**src/rtl/dom_and_pipe.sv**
```systemverilog
// dom_and_pipe: two-stage DOM masked AND; define DOM_AND_PIPE_REFRESH_EN to add in_rr ring refresh of the output shares
module dom_and_pipe #(
  parameter int SHARES = 3,
  parameter int WIDTH = 1,
  localparam int NPAIR = SHARES * (SHARES - 1) / 2
) (
  input  logic                    clk,
  input  logic                    rst,
  input  logic                    in_valid,
  output logic                    in_ready,
  input  logic [SHARES*WIDTH-1:0] in_a,
  input  logic [SHARES*WIDTH-1:0] in_b,
  input  logic [NPAIR*WIDTH-1:0]  in_r,
`ifdef DOM_AND_PIPE_REFRESH_EN
  input  logic [SHARES*WIDTH-1:0] in_rr,
`endif
  output logic                    out_valid,
  input  logic                    out_ready,
  output logic [SHARES*WIDTH-1:0] out_c
);
  logic v1, v2, adv1, adv2;
  logic [SHARES*SHARES*WIDTH-1:0] p_nx, p;
  logic [SHARES*WIDTH-1:0] c_nx;
  assign in_ready = !v1 || !v2 || out_ready;
  assign adv1 = in_valid && in_ready;
  assign adv2 = v1 && (!v2 || out_ready);
  assign out_valid = v2;
  for (genvar i = 0; i < SHARES; i++) begin : g_row
    for (genvar j = 0; j < SHARES; j++) begin : g_col
      if (i == j) begin : g_inner
        assign p_nx[(i*SHARES+j)*WIDTH +: WIDTH] = in_a[i*WIDTH +: WIDTH] & in_b[j*WIDTH +: WIDTH];
      end else begin : g_cross
        localparam int LO = (i < j) ? i : j;
        localparam int HI = (i < j) ? j : i;
        localparam int K = LO * SHARES - LO * (LO + 1) / 2 + HI - LO - 1;
        assign p_nx[(i*SHARES+j)*WIDTH +: WIDTH] =
          (in_a[i*WIDTH +: WIDTH] & in_b[j*WIDTH +: WIDTH]) ^ in_r[K*WIDTH +: WIDTH];
      end
    end
  end
`ifdef DOM_AND_PIPE_REFRESH_EN
  logic [SHARES*WIDTH-1:0] rr;
  always_ff @(posedge clk) begin
    if (rst) rr <= '0;
    else if (adv1) rr <= in_rr;
  end
`endif
  always_comb begin
    c_nx = '0;
    for (int i = 0; i < SHARES; i++)
      for (int j = 0; j < SHARES; j++)
        c_nx[i*WIDTH +: WIDTH] = c_nx[i*WIDTH +: WIDTH] ^ p[(i*SHARES+j)*WIDTH +: WIDTH];
`ifdef DOM_AND_PIPE_REFRESH_EN
    for (int i = 0; i < SHARES; i++)
      c_nx[i*WIDTH +: WIDTH] = c_nx[i*WIDTH +: WIDTH] ^ rr[i*WIDTH +: WIDTH] ^ rr[((i+1)%SHARES)*WIDTH +: WIDTH];
`endif
  end
  always_ff @(posedge clk) begin
    if (rst) begin
      v1 <= 1'b0;
      v2 <= 1'b0;
      p <= '0;
      out_c <= '0;
    end else begin
      if (adv1) p <= p_nx;
      if (adv2) out_c <= c_nx;
      v1 <= adv1 || (v1 && !adv2);
      v2 <= adv2 || (v2 && !out_ready);
    end
  end
endmodule

```
**config.mk**
```make
export PLATFORM = sky130hd
export DESIGN_NAME = dom_and_pipe
export DESIGN_NICKNAME = d
export VERILOG_FILES = /design/src/rtl/dom_and_pipe.sv
export SDC_FILE = /design/constraint.sdc
export NUM_CORES = 1
export LEC_CHECK = 0
export ABC_CLOCK_PERIOD_IN_PS = 1800
export CAP_MARGIN = 20
export CORE_MARGIN = 2
export CORE_UTILIZATION = 45
export CTS_BUF_LIST = sky130_fd_sc_hd__clkbuf_4 sky130_fd_sc_hd__clkbuf_8
export DETAILED_ROUTE_END_ITERATION = 8
export DONT_BUFFER_PORTS = 1
export MAX_ROUTING_LAYER = met4
export SLEW_MARGIN = 20
export SYNTH_ARGS = -nofsm -noshare
export SYNTH_HDL_FRONTEND = slang
export SYNTH_SLANG_ARGS = --single-unit
```
**constraint.sdc**
```tcl
create_clock -name clk -period 1.8 [get_ports clk]
set_input_delay 0.09 -clock clk [delete_from_list [all_inputs] [get_ports clk]]
set_output_delay 0.09 -clock clk [all_outputs]
set_load 0.01 [all_outputs]
```
==> qor.yml <==
sta:
  worst_pin_slew_ps: 712
  post-route-period-util: 0.934
  final.hold.worst_slack_ps: 3.76
  setup_viol: 0
  unrepaired_setup_endpoints_after_global_routing: "no"
  maxClockFrequency_mhz: 595
  maxSlewHeadroom: 0.524
  tns_ps: 0
  hold_viol_final: 0
  post-route-min-period_ps: 1680
  final_max_slew_viol_count: 0
  timing.clock.skew_ps: 0.480
yosys:
  mappedNetlistArea_sq_um: 728
  synth_nets: 88
  ys_ff_latch: 14
  synthesis.instances: 75
  yosysSeqAreaShare: 0.385
  ys_types: 21
  synth.avg_cell_area_sq_um: 9.71
  synth-warning-count: 0
place:
  numPortBuffers: 0
  place.gp.congestion: 0.737
  detailed_place_hpwl_um: 972
  placement.cell_area_sq_um: 719
floorplan:
  boundaryPins: 18
  core_area_sq_um: 1510
  die_x_um: 44.2
  placementRows: 14
  chipHeight_um: 44.2
  initial_utilization: 0.483
  die_area_sq_um: 1960
pwr:
  p_leak_uw: 0.000305
  irDropWorstVdd_v: 0.000450
  power_per_cell_area_nw_per_um2: 813
status:
  run_status: "finished, final reports clean"
worst_setup_path:
  cp-startpoint: "out_valid"
  crit-reg2reg-launch: "out_valid"
  worst_setup_path_end_kind: "register"
  critical_path_peak_fanout: 11
  critical-path-slowest-cell: "sky130_fd_sc_hd__dlygate4sd3_1"
  cp_data_required_time_ps: 1980
  timing.critical_path.slowest_cell_delay_ps: 590
  worstSetupStartpointType: "register"
  timing.setup.critical_path_class: "reg -> reg"
  timing.critical_path.cells: "and3b_4 > inv_4 > a21oi_2 > a211oi_2 > dlygate4sd3_1"
  arrival_ps: 1860
finish:
  antennaDiodeCount: 0
  final_cell_mix: "sky130_fd_sc_hd__dfxtp_1, sky130_fd_sc_hd__xor2_1, sky130_fd_sc_hd__dlygate4sd3_1, sky130_fd_sc_hd__nand2_1, sky130_fd_sc_hd__o21ai_0"
  syn2layout_area_growth_pct: 16.2
  finish.net_count: 98
  finalCoreUtilization: 0.561
  layout_commonest_cell: "sky130_fd_sc_hd__dfxtp_1"
  fin_area_sq_um: 846
  drive_above_1_share: 0.214
grt:
  grt_max_degree: 17
  global_route.usage.met3: 0.0612
  grt_pass1_vias: 609
  grt_first_pass_wirelength_um: 2550
  antenna_found_initial: 0
  grt_util_met1: 0.208
  busiest_layer: "met2"
  grt_overflow: 0
  grt_use_met2: 0.297
  globalRouteTotalUtil: 0.189
clocking:
  clock_sinks: 14
  htree_num_levels: 1
  cts_tree: "yes"
  cts_max_path_buffers: 2
  clock_pin_slew_on_the_worst_setup_and_hold_paths_ps: 90
  clock_latency_on_the_worst_skew_pair_ps: 290
  clockRootBuffer: "sky130_fd_sc_hd__clkbuf_4"
  numCtsBuffers: 3
run:
  max_cap_violations: 0
route:
  drc: 0
  route.final.wire_length_um: 1460
  via_per_inst: 5.67
  drt_iter0_markers: 14
  drtPass1Iterations: 4
  wl_per_cell_um: 14.6
  postRouteAntennaNets: 0
  via_count: 567
min_path:
  hold_start: "in_valid"
  worstHoldPathType: "in -> reg"
==> cell families after synthesis <==
family          count (synthesis)  share of synthesized area
simple gates                   17                      0.134
xor+xnor                       12                      0.144
flops                          14                      0.385
buf+inv                         7                     0.0584
compound gates                 25                      0.278
==> flip-flops by register name, indices dropped and copies added, names as in the netlist <==
signal / flops
p: 9
out_c: 3
out_valid: 1
v1: 1
==> critical path: cells and delay by family (launching register included) <==
kind,cells,cell delay (ps)
AOI/OAI and AO/OA,2,210
buffers and inverters,2,690
DFF,1,400
and+or+nand+nor,1,280
==> cell usage after synthesis <==
cell type	count	area share
sky130_fd_sc_hd__dfxtp_1	14	0.38
sky130_fd_sc_hd__xor2_1	9	0.11
sky130_fd_sc_hd__nand2_1	6	0.031
sky130_fd_sc_hd__o21ai_0	6	0.041
sky130_fd_sc_hd__a211oi_2	5	0.086
sky130_fd_sc_hd__a21oi_1	5	0.034
sky130_fd_sc_hd__a21oi_2	5	0.060
sky130_fd_sc_hd__nor2b_1	4	0.034
sky130_fd_sc_hd__nand4_1	3	0.026
sky130_fd_sc_hd__xnor2_1	3	0.036
sky130_fd_sc_hd__buf_2	2	0.014
sky130_fd_sc_hd__inv_1	2	0.010
sky130_fd_sc_hd__nor2_1	2	0.010
sky130_fd_sc_hd__o41ai_1	2	0.024
sky130_fd_sc_hd__a211oi_1	1	0.010
sky130_fd_sc_hd__and3b_4	1	0.017
sky130_fd_sc_hd__buf_4	1	0.010
sky130_fd_sc_hd__buf_6	1	0.015
sky130_fd_sc_hd__inv_4	1	0.0086
sky130_fd_sc_hd__nor2_4	1	0.015
sky130_fd_sc_hd__o41ai_2	1	0.022
==> path summary, 6_finish.rpt <==
| check | slack, ps | depth (start not counted) | to |
|---|---|---|---|
| min reg2reg | 500 | 2 | p[4] |
| min | 4 | 2 | p[7] |
| max | 120 | 5 | p[2] |
| max reg2reg | 120 | 5 | p[2] |
==> area by class of cell <==
class | count | area, sq um
fill | 147 | 661
sequential | 14 | 280
inverter | 3 | 13.8
timing repair buffer | 9 | 90.1
clock buffer | 4 | 36.3
tap | 16 | 20.0
multi-input combinational | 54 | 405
==> metal layers <==
| metal | part of all wire | routed length (um) |
|---|---|---|
| met1 | 0.43 | 632 |
| met2 | 0.48 | 699 |
| met3 | 0.069 | 101 |
| met4 | 0.020 | 29 |
| met5 | 0 | 0 |
==> power breakdown <==
group / switching, uW / internal (uW) / total, uW
combinational: 50.5 / 54.6 / 105
clock: 111 / 123 / 234
sequential: 17.1 / 331 / 348
total: 179 / 509 / 687
==> metrics by stage <==
stage          power [uW]  instances  setup WS, ps
6_report              687        100           119
5_1_grt               719        100          29.7
4_1_cts               692        100           127
3_5_place_dp          438         87           670
3_3_place_gp          437         87           691
2_1_floorplan         437         75           696
==> timing repair <==
item	4_1_cts	5_1_grt
hold buffers	9	0
buffers inserted	0	0
hold endpoints to repair	14	0
gates resized for setup	0	0
(Power assumes the default switching activity.)
